--- src/rtl/pmic_status_reporter_pkg.sv ---
// ============================================================================
//  Module      : pmic_status_reporter_pkg
//  Description : Shared types and constants for the PMIC status reporter.
//                Frame length depends on STATUS_CHECKSUM_EN.
//  Revision    : 1.0  initial release
// ============================================================================
`default_nettype none

package pmic_status_reporter_pkg;

    typedef logic [1:0] state_t;
    localparam state_t ST_IDLE      = 2'd0;
    localparam state_t ST_SEND      = 2'd1;
    localparam state_t ST_WAIT_DONE = 2'd2;

    localparam logic [2:0] BYTE_SYNC   = 3'd0;
    localparam logic [2:0] BYTE_RAIL   = 3'd1;
    localparam logic [2:0] BYTE_VOLT   = 3'd2;
    localparam logic [2:0] BYTE_CURR   = 3'd3;
    localparam logic [2:0] BYTE_STATUS = 3'd4;
    localparam logic [2:0] BYTE_CHK    = 3'd5;

`ifdef STATUS_CHECKSUM_EN
    localparam logic [2:0] FRAME_LEN = 3'd6;
`else
    localparam logic [2:0] FRAME_LEN = 3'd5;
`endif
    localparam logic [2:0] FRAME_LAST = FRAME_LEN - 3'd1;

    localparam logic [7:0] DEFAULT_SYNC_BYTE    = 8'hA5;
    localparam int         OSCILLATOR_FREQUENCY = 4160000;

    // Frame payload captured at frame start and held until the frame ends.
    typedef struct packed {
        logic [7:0] rail;
        logic [7:0] volt;
        logic [7:0] curr;
        logic [7:0] status;
    } snapshot_t;

`ifdef STATUS_CHECKSUM_EN
    function automatic logic [7:0] frame_checksum(input logic [7:0] sync_byte,
                                                  input snapshot_t snap);
        return sync_byte ^ snap.rail ^ snap.volt ^ snap.curr ^ snap.status;
    endfunction
`endif

endpackage

`default_nettype wire

--- src/rtl/pmic_fault_latch.sv ---
// ============================================================================
//  Module      : pmic_fault_latch
//  Description : Sticky fault bank; set dominates a simultaneous clear.
//  Revision    : 1.0  initial release
// ============================================================================
`default_nettype none

module pmic_fault_latch
    import pmic_status_reporter_pkg::*;
#(
    parameter int WIDTH = 4
) (
    input  logic             i_clk,
    input  logic             i_rst_n,
    input  logic [WIDTH-1:0] i_set,
    input  logic             i_clear,
    output logic [WIDTH-1:0] o_latched,
    output logic             o_rising
);

    logic [WIDTH-1:0] latch_q;
    logic [WIDTH-1:0] latch_d;

    always_comb begin
        latch_d = i_clear ? '0 : latch_q;
        latch_d = latch_d | i_set;
    end

    always_ff @(posedge i_clk or negedge i_rst_n) begin
        if (!i_rst_n) begin
            latch_q <= '0;
        end else begin
            latch_q <= latch_d;
        end
    end

    assign o_latched = latch_q;
    // Only a 0->1 transition is news worth a report.
    assign o_rising  = |(i_set & ~latch_q);

endmodule

`default_nettype wire

--- src/rtl/pmic_status_reporter.sv ---
// ============================================================================
//  Module      : pmic_status_reporter
//  Description : Latches rail faults and serialises status frames to uart_tx.
//                Optional checksum byte enabled by macro STATUS_CHECKSUM_EN.
//  Revision    : 1.0  initial release
// ============================================================================
`default_nettype none

module pmic_status_reporter
    import pmic_status_reporter_pkg::*;
#(
    parameter int         NUM_RAILS     = 4,
    parameter int         REPORT_PERIOD = OSCILLATOR_FREQUENCY,
    parameter int         TX_TIMEOUT    = 20000,
    parameter logic [7:0] SYNC_BYTE     = DEFAULT_SYNC_BYTE
) (
    input  logic                 i_clk,
    input  logic                 i_rst_n,
    input  logic [NUM_RAILS-1:0] i_railGood,
    input  logic [NUM_RAILS-1:0] i_voltageFault,
    input  logic [NUM_RAILS-1:0] i_currentFault,
    input  logic [2:0]           i_stageGood,
    input  logic                 i_clearLatched,
    input  logic                 i_txBusy,
    input  logic                 i_txDone,
    output logic                 o_txBegin,
    output logic [7:0]           o_txData,
    output logic                 o_reportActive,
    output logic                 o_latchedFault,
    output logic                 o_txError
);

    localparam int PERIOD_W  = (REPORT_PERIOD > 1) ? $clog2(REPORT_PERIOD) : 1;
    localparam int TIMEOUT_W = $clog2(TX_TIMEOUT + 1);

    state_t                 state_q, state_d;
    logic                   pending_q, pending_d;
    logic [4:0]             seq_q, seq_d;
    logic [2:0]             idx_q, idx_d;
    logic [PERIOD_W-1:0]    period_q, period_d;
    logic [TIMEOUT_W-1:0]   tmo_q, tmo_d;
    snapshot_t              snap_q, snap_d;
    logic                   tx_begin_q, tx_begin_d;
    logic [7:0]             tx_data_q, tx_data_d;
    logic                   tx_error_q, tx_error_d;
    logic [NUM_RAILS-1:0]   rail_prev_q, rail_prev_d;
    logic [2:0]             stage_prev_q, stage_prev_d;
    logic                   prev_valid_q, prev_valid_d;

    logic [NUM_RAILS-1:0]   volt_latched;
    logic [NUM_RAILS-1:0]   curr_latched;
    logic                   volt_rising;
    logic                   curr_rising;
    logic                   frame_start;
    logic                   byte_fire;
    logic                   byte_done;
    logic                   frame_done;
    logic                   tmo_hit;
    logic                   period_hit;
    logic                   input_change;
    logic [7:0]             frame_byte;

    pmic_fault_latch #(.WIDTH(NUM_RAILS)) u_volt_latch (
        .i_clk     (i_clk),
        .i_rst_n   (i_rst_n),
        .i_set     (i_voltageFault),
        .i_clear   (i_clearLatched),
        .o_latched (volt_latched),
        .o_rising  (volt_rising)
    );

    pmic_fault_latch #(.WIDTH(NUM_RAILS)) u_curr_latch (
        .i_clk     (i_clk),
        .i_rst_n   (i_rst_n),
        .i_set     (i_currentFault),
        .i_clear   (i_clearLatched),
        .o_latched (curr_latched),
        .o_rising  (curr_rising)
    );

    assign frame_start = (state_q == ST_IDLE) && pending_q;
    assign byte_fire   = (state_q == ST_SEND) && !i_txBusy;
    assign byte_done   = (state_q == ST_WAIT_DONE) && i_txDone;
    assign frame_done  = byte_done && (idx_q == FRAME_LAST);
    assign tmo_hit     = (state_q == ST_WAIT_DONE) && !i_txDone &&
                         (tmo_q == TIMEOUT_W'(TX_TIMEOUT - 1));
    assign period_hit  = (period_q == PERIOD_W'(REPORT_PERIOD - 1));
    // The first cycle after reset has no valid history; the boot frame covers it.
    assign input_change = prev_valid_q &&
                          ((i_railGood != rail_prev_q) || (i_stageGood != stage_prev_q));

    always_ff @(posedge i_clk or negedge i_rst_n) begin
        if (!i_rst_n) begin
            state_q <= ST_IDLE;
        end else begin
            state_q <= state_d;
        end
    end

    always_comb begin
        state_d = state_q;
        case (state_q)
            ST_IDLE: begin
                if (pending_q) state_d = ST_SEND;
            end
            ST_SEND: begin
                if (!i_txBusy) state_d = ST_WAIT_DONE;
            end
            ST_WAIT_DONE: begin
                if (i_txDone) begin
                    state_d = (idx_q == FRAME_LAST) ? ST_IDLE : ST_SEND;
                end else if (tmo_hit) begin
                    state_d = ST_IDLE;
                end
            end
            default: state_d = ST_IDLE;
        endcase
    end

    always_comb begin
        frame_byte = 8'h00;
        case (idx_q)
            BYTE_SYNC:   frame_byte = SYNC_BYTE;
            BYTE_RAIL:   frame_byte = snap_q.rail;
            BYTE_VOLT:   frame_byte = snap_q.volt;
            BYTE_CURR:   frame_byte = snap_q.curr;
            BYTE_STATUS: frame_byte = snap_q.status;
`ifdef STATUS_CHECKSUM_EN
            BYTE_CHK:    frame_byte = frame_checksum(SYNC_BYTE, snap_q);
`endif
            default:     frame_byte = 8'h00;
        endcase
    end

    always_comb begin
        pending_d    = pending_q;
        seq_d        = seq_q;
        idx_d        = idx_q;
        snap_d       = snap_q;
        tx_begin_d   = byte_fire;
        tx_data_d    = byte_fire ? frame_byte : tx_data_q;
        tx_error_d   = tx_error_q;
        tmo_d        = (state_q == ST_WAIT_DONE) ? tmo_q + TIMEOUT_W'(1) : '0;
        rail_prev_d  = i_railGood;
        stage_prev_d = i_stageGood;
        prev_valid_d = 1'b1;

        if (frame_start || period_hit) begin
            period_d = '0;
        end else begin
            period_d = period_q + PERIOD_W'(1);
        end

        if (frame_start) begin
            pending_d     = 1'b0;
            idx_d         = BYTE_SYNC;
            snap_d.rail   = 8'(i_railGood);
            snap_d.volt   = 8'(volt_latched);
            snap_d.curr   = 8'(curr_latched);
            snap_d.status = {i_stageGood, seq_q};
        end

        if (byte_done && !frame_done) begin
            idx_d = idx_q + 3'd1;
        end

        if (frame_done) begin
            seq_d      = seq_q + 5'd1;
            tx_error_d = 1'b0;
        end

        if (tmo_hit) begin
            tx_error_d = 1'b1;
        end

        // New events win over the clear so nothing seen at frame start is lost.
        if (period_hit || input_change || volt_rising || curr_rising || tmo_hit) begin
            pending_d = 1'b1;
        end
    end

    always_ff @(posedge i_clk or negedge i_rst_n) begin
        if (!i_rst_n) begin
            pending_q    <= 1'b1;
            seq_q        <= '0;
            idx_q        <= '0;
            period_q     <= '0;
            tmo_q        <= '0;
            snap_q       <= '0;
            tx_begin_q   <= 1'b0;
            tx_data_q    <= '0;
            tx_error_q   <= 1'b0;
            rail_prev_q  <= '0;
            stage_prev_q <= '0;
            prev_valid_q <= 1'b0;
        end else begin
            pending_q    <= pending_d;
            seq_q        <= seq_d;
            idx_q        <= idx_d;
            period_q     <= period_d;
            tmo_q        <= tmo_d;
            snap_q       <= snap_d;
            tx_begin_q   <= tx_begin_d;
            tx_data_q    <= tx_data_d;
            tx_error_q   <= tx_error_d;
            rail_prev_q  <= rail_prev_d;
            stage_prev_q <= stage_prev_d;
            prev_valid_q <= prev_valid_d;
        end
    end

    assign o_txBegin      = tx_begin_q;
    assign o_txData       = tx_data_q;
    assign o_reportActive = (state_q != ST_IDLE);
    assign o_latchedFault = |{volt_latched, curr_latched};
    assign o_txError      = tx_error_q;

endmodule

`default_nettype wire

--- config.mk ---
export PLATFORM = sky130hd
export DESIGN_NAME = pmic_status_reporter
export DESIGN_NICKNAME = d
export VERILOG_FILES = /design/src/rtl/pmic_status_reporter_pkg.sv /design/src/rtl/pmic_fault_latch.sv /design/src/rtl/pmic_status_reporter.sv
export SDC_FILE = /design/constraint.sdc
export NUM_CORES = 1
export LEC_CHECK = 0
export CAP_MARGIN = 15
export CELL_PAD_IN_SITES_DETAIL_PLACEMENT = 1
export CELL_PAD_IN_SITES_GLOBAL_PLACEMENT = 2
export CORE_MARGIN = 8
export CORE_UTILIZATION = 39
export DETAILED_ROUTE_END_ITERATION = 6
export HOLD_SLACK_MARGIN = 0.08
export PLACE_DENSITY = 0.81
export SLEW_MARGIN = 10
export SYNTH_ARGS = -nofsm -noshare
export SYNTH_HDL_FRONTEND = slang
export SYNTH_SLANG_ARGS = --single-unit
--- constraint.sdc ---
create_clock -name i_clk -period 2.56 [get_ports i_clk]
set_clock_uncertainty 0.2 [all_clocks]
set_input_delay 0.512 -clock i_clk [delete_from_list [all_inputs] [get_ports i_clk]]
set_output_delay 0.512 -clock i_clk [all_outputs]
set_load 0.01 [all_outputs]
-- Word level (Yosys, flattened, before mapping)
Index checks and enable logic that the tools add are counted.
- register bits after elaboration: 94
- output and inout port bits: 12
- logic and storage cells: 85
- $add $sub $neg: 4
- eq/ne operators: 13
- multiplexer cells: 17
- bitwise gates (word level): 6
- reductions and logical operators: 27
- operators by type and width (cell ; count):
    $pmux 8 s5 ; 1
    $add 22x1->22 const B ; 1
    $eq 22x22->1 const B ; 1
    $mux 22 ; 1
    $add 15x1->15 const B ; 1
    $eq 15x15->1 const B ; 1
    $mux 15 ; 1
    $and 4x4->4 ; 2
    $logic_and 1x1->1 ; 8
    $mux 2 ; 4
    $mux 4 ; 2
    $not 4->4 ; 2
    $or 4x4->4 ; 2
    $reduce_bool 2->1 ; 4
    $reduce_or 4->1 ; 2
    $reduce_or 8->1 ; 1
    $eq 3x2->1 const B ; 2
    $logic_or 1x1->1 ; 6
    $mux 3 ; 2
    $pmux 2 s3 ; 1
    $add 5x1->5 const B ; 1
    $mux 1 ; 5
    $ne 2x2->1 const B ; 2
    $ne 4x4->1 ; 1
    11 further kinds ; 13

-- Logic depth before layout (Yosys ltp)
- word-level depth: 8
- gate-level depth with buffers: 7
- gate-level depth less buffers: 6

-- Hierarchy
A second synthesis with hierarchy kept.
- cell total of the unflattened synthesis: 386
- area, all modules: 4305.4 um2
- by module, submodules not included (module ; instances ; cells each ; area each (um2)):
    pmic_status_reporter ; 1 ; 358 ; 3960.0
    pmic_fault_latch ; 2 ; 14 ; 172.7

-- Worst setup path before layout
OpenSTA, ideal clock, no wires.
- path kind: register -> register
- start point: register period_q[0]
- end point: register period_q[18]
- setup time: 0.078 ns
- arrival time: 1.790 ns
- required time: 2.282 ns
- slack: 0.492 ns
- cell stages (with the launch flop): 7
- path through: dfrtp_1 -> ha_1 -> clkbuf_1 -> nand4_1 -> nor4_1 -> or3b_2 -> a21oi_1
- longest elaborated chain between the ends: 3
- ends and longest elaborated chain (element ; RTL line ; source):
    start: declaration ; pmic_status_reporter.sv:40 ; logic [PERIOD_W-1:0] period_q, period_d;
    start signal: assignment ; pmic_status_reporter.sv:200 ; period_q <= period_d;
    parallel branches: the longest is 2 deep, another holds $add 22x1->22 ; -- ;
    $mux 22 * ; pmic_status_reporter.sv:148 ; if (frame_start || period_hit) begin
    named net period_d[18] ; pmic_status_reporter.sv:40 ;
Mark *: on every way through the listed nets, which the timed path passes.
A chain may end at the register's enable or synchronous reset.

-- Worst setup path in the final report
- start point: register u_curr_latch.latch_q[2] (netlist: u_curr_latch.o_latched[2])
- end point: output o_latchedFault
- longest elaborated chain between the ends: 1
- ends and longest elaborated chain (element ; RTL line ; source):
    start: declaration ; pmic_fault_latch.sv:21 ; logic [WIDTH-1:0] latch_q;
    start signal: assignment ; pmic_fault_latch.sv:33 ; latch_q <= latch_d;
    $reduce_or 8->1 ; pmic_status_reporter.sv:215 ; assign o_latchedFault = |{volt_latched, curr_latched};
    end: declaration ; pmic_status_reporter.sv:29 ; output logic o_latchedFault,
Every way passes these cells.

==> results.cfg <==
[run_status]
status = complete, no violations

[setup_path]
path_max_fanout = 4
worst_ep_arrival_time_ns = 1.68
required_ns = 1.85
cp-start-kind = flip-flop
end_kind = output pin
number_of_cells_on_the_worst_reg_to_reg_path = 4
crit_type = flip-flop to output pin

[flow_run]
drv_cap = 0

[sta]
final.min_clock_period_ns = 2.40
fin_crit_sh = 0.936
maxSlewHeadroom = 0.571
setup-violations-final = 0
totalNegativeSetupSlack_ns = 0
tightest_pin_transition_ns = 0.638
fmaxAchievable_ghz = 0.418
finalMaxSlewViolations = 0
unrepaired_setup_endpoints_after_global_routing = no
hold_viol_final = 0

[clock_tree]
cts_root_buffer = sky130_fd_sc_hd__clkbuf_8
numClockSinks = 94
clock_tree.htree_level_count = 3
cts.path.max_buffers = 2
worstSkewPairLatency_ns = 0.37
clk_pin_slew_worst_paths_ns = 0.10
cts_buffers = 9
post_cts.repair.setup_buffers = 0
cts_tree = yes

[drt]
vias = 3008
number_of_search_and_repair_iterations_in_the_first_detailed_routing_pass = 4
routedWlPerCell_microns = 16.5
drc_violation_count_after_routing = 0
post_drt_via_cell_ratio = 5.30
dr.first_iter.drc_count = 145
drt.antenna.violating_nets = 0
routed_wirelength_microns = 9360

[placement]
place.detailed.instances = 551
place.gp.congestion = 0.734
portBuffers = 31
post_dp_cell_area_sq_um = 4750
place_hpwl_microns = 6850

[min_path]
hp-class = flip-flop to flip-flop
min_delay_path_depth = 1

[die]
pin_count = 32
die_h_microns = 120
die_area_sq_um = 14500
core.rowCount = 38
core_region_area_sq_um = 10700
die_width_microns = 120
initial_core_util = 0.396

[power_and_ir_drop]
power.density_cell_area_nw_per_um2 = 805
report.power.total_uw = 4000
leakage_uw = 0.00212
ir_worst_vdd_mv = 0.370

[final_layout]
synthToLayoutAreaGrowth_pct = 16.9
utilization = 0.462
final_area_sq_um = 4970
n_antenna_cell = 0
finalNetCount = 451
drive_gt1_frac = 0.119
final_cells = 568

[synth]
synth_sequential_area_ratio = 0.554
synth_area_sq_um = 4250
synth_seq_cells = 94
synth_area_per_cell_sq_um = 11.0
synth_top_area_cell = sky130_fd_sc_hd__dfrtp_1
synth.area.top_cells = sky130_fd_sc_hd__dfrtp_1, sky130_fd_sc_hd__mux2_2, sky130_fd_sc_hd__xor2_1
synth_largest_type_area_fraction = 0.548
synth_cell_types = 46
postSynthNetCount = 414
post_syn_instances = 386
synth_warnings = 0

[global_routing]
grt_start_max_net_pins = 46
number_of_global_route_vias_before_repair = 3172
globalRoute.totalOverflow = 0
grt_first_pass_wirelength_microns = 16200
antenna_found_initial = 0
grt_usage = 0.138
## metrics by stage
stage / hold WS [ns] / worst slack [ns]
after CTS: 0.276 / 0.120
after global routing: 0.301 / 0.0278
after floorplan: 0.0164 / 0.492
after global placement: 0.257 / 0.390
final: 0.272 / 0.165
after detailed placement: 0.263 / 0.298
## synth_stat cells (all sizes together)
| master | n |
|---|---|
| mux2 | 20 |
| nor4b | 2 |
| mux2i | 1 |
| a31oi | 1 |
| a21bo | 1 |
| nand4 | 18 |
| o22ai | 2 |
| nand2b | 7 |
| a22o | 4 |
| o41ai | 2 |
| nor4 | 5 |
| o2111ai | 2 |
| clkbuf | 11 |
| nand3b | 1 |
| nor2b | 4 |
| and3 | 4 |
| dfstp | 1 |
| a21oi | 11 |
| xor2 | 20 |
| a211oi | 1 |
| nand3 | 16 |
| o31ai | 3 |
| dfrtp | 93 |
| nand2 | 28 |
| conb | 1 |
| and2 | 4 |
| inv | 12 |
| or3 | 6 |
| nor2 | 32 |
| nand4b | 2 |
| a221oi | 2 |
| buf | 3 |
| xnor2 | 14 |
| nor3 | 3 |
| a21o | 8 |
| or3b | 2 |
| and4 | 6 |
| ha | 8 |
| a22oi | 6 |
| o21ai | 15 |
| or4 | 3 |
| o21bai | 1 |
## layout by cell type, fill, tap and decap left out, types with 3 or more instances in the layout
cell type	n
sky130_fd_sc_hd__o21ai_0	15
sky130_fd_sc_hd__or4_1	3
sky130_fd_sc_hd__a21oi_1	11
sky130_fd_sc_hd__or3_1	6
sky130_fd_sc_hd__nand4_1	17
sky130_fd_sc_hd__mux2_2	20
sky130_fd_sc_hd__nor2_1	32
sky130_fd_sc_hd__o31ai_1	3
sky130_fd_sc_hd__nand3_1	16
sky130_fd_sc_hd__xor2_1	20
sky130_fd_sc_hd__nand2_1	28
sky130_fd_sc_hd__dfrtp_1	93
sky130_fd_sc_hd__inv_1	12
sky130_fd_sc_hd__and2_1	3
sky130_fd_sc_hd__buf_4	8
sky130_fd_sc_hd__ha_1	8
sky130_fd_sc_hd__xnor2_1	14
sky130_fd_sc_hd__nor2b_1	4
sky130_fd_sc_hd__a21o_1	8
sky130_fd_sc_hd__clkbuf_8	10
sky130_fd_sc_hd__nand2b_1	7
sky130_fd_sc_hd__clkdlybuf4s50_1	30
sky130_fd_sc_hd__nor3_1	3
sky130_fd_sc_hd__nor4_1	5
sky130_fd_sc_hd__and3_1	4
sky130_fd_sc_hd__a22oi_1	6
sky130_fd_sc_hd__a22o_1	4
sky130_fd_sc_hd__and4_1	5
## critical path: stages (launching register included)
cell and delay [ns]:
sky130_fd_sc_hd__dfrtp_1 0.43, sky130_fd_sc_hd__nor4_1 0.29, sky130_fd_sc_hd__nand2_1 0.10, sky130_fd_sc_hd__clkdlybuf4s50_1 0.50
## state kept, by name, indices dropped and copies added, names as in the netlist
register	flops
idx_q	3
o_txBegin	1
stage_prev_q	3
u_curr_latch.o_latched	4
o_txData	8
period_q	22
snap_q	20
state_q	2
tmo_q	15
rail_prev_q	4
o_txError	1
pending_q	1
u_volt_latch.o_latched	4
seq_q	5
prev_valid_q	1
## what timing repair did
item	4_1_cts	5_1_grt
endpoints found under the hold margin	41	0
hold buffers	1	0
gates resized for setup	0	0
## path summary, 6_finish.rpt
| path | from | endpoint | slack, ns |
|---|---|---|---|
| max in group asynchronous | i_rst_n | period_q[10] | 1.03 |
| setup reg to reg | period_q[2] | period_q[19] | 0.29 |
| min in group asynchronous | i_rst_n | snap_q[24] | 0.49 |
| setup / recovery | u_curr_latch.o_latched[2] | o_latchedFault | 0.16 |
| hold / removal | seq_q[4] | seq_q[4] | 0.27 |
| hold reg to reg | seq_q[4] | seq_q[4] | 0.27 |
## metal layers
metal | routed length (microns) | global-route usage | vias up | part of all wire
li1 | - | - | 1443 | -
met1 | 4770 | 0.191 | 1520 | 0.51
met2 | 4170 | 0.205 | 38 | 0.45
met3 | 342 | 0.0270 | 7 | 0.037
met4 | 79 | 0.0609 | 0 | 0.0084
met5 | 0 | 0 | - | 0
## layout make-up
| cell class | count | area, sq um |
|---|---|---|
| Clock buffer | 10 | 138 |
| Clock inverter | 6 | 68.8 |
| Fill cell | 1196 | 5780 |
| Inverter | 12 | 45.0 |
| Multi-Input combinational cell | 266 | 1800 |
| Sequential cell | 94 | 2350 |
| Tap cell | 140 | 175 |
| Timing Repair Buffer | 40 | 390 |
## where the power goes
part | total (uW) | switching (uW) | internal (uW)
Combinational | 1030 | 516 | 510
Clock | 1030 | 542 | 485
Sequential | 1950 | 210 | 1740
Total | 4000 | 1270 | 2730
## logic make-up after synthesis
kind of cell | share of synthesized area
AOI/OAI and AO/OA | 0.0916
xor gates and xnor gates | 0.0701
adders and majority gates | 0.0236
buffers and inverters | 0.0233
DFF | 0.554
muxes | 0.0553
other | 0.000882
and+or+nand+nor | 0.182
Note: power is estimated with default switching activity, not from simulation.
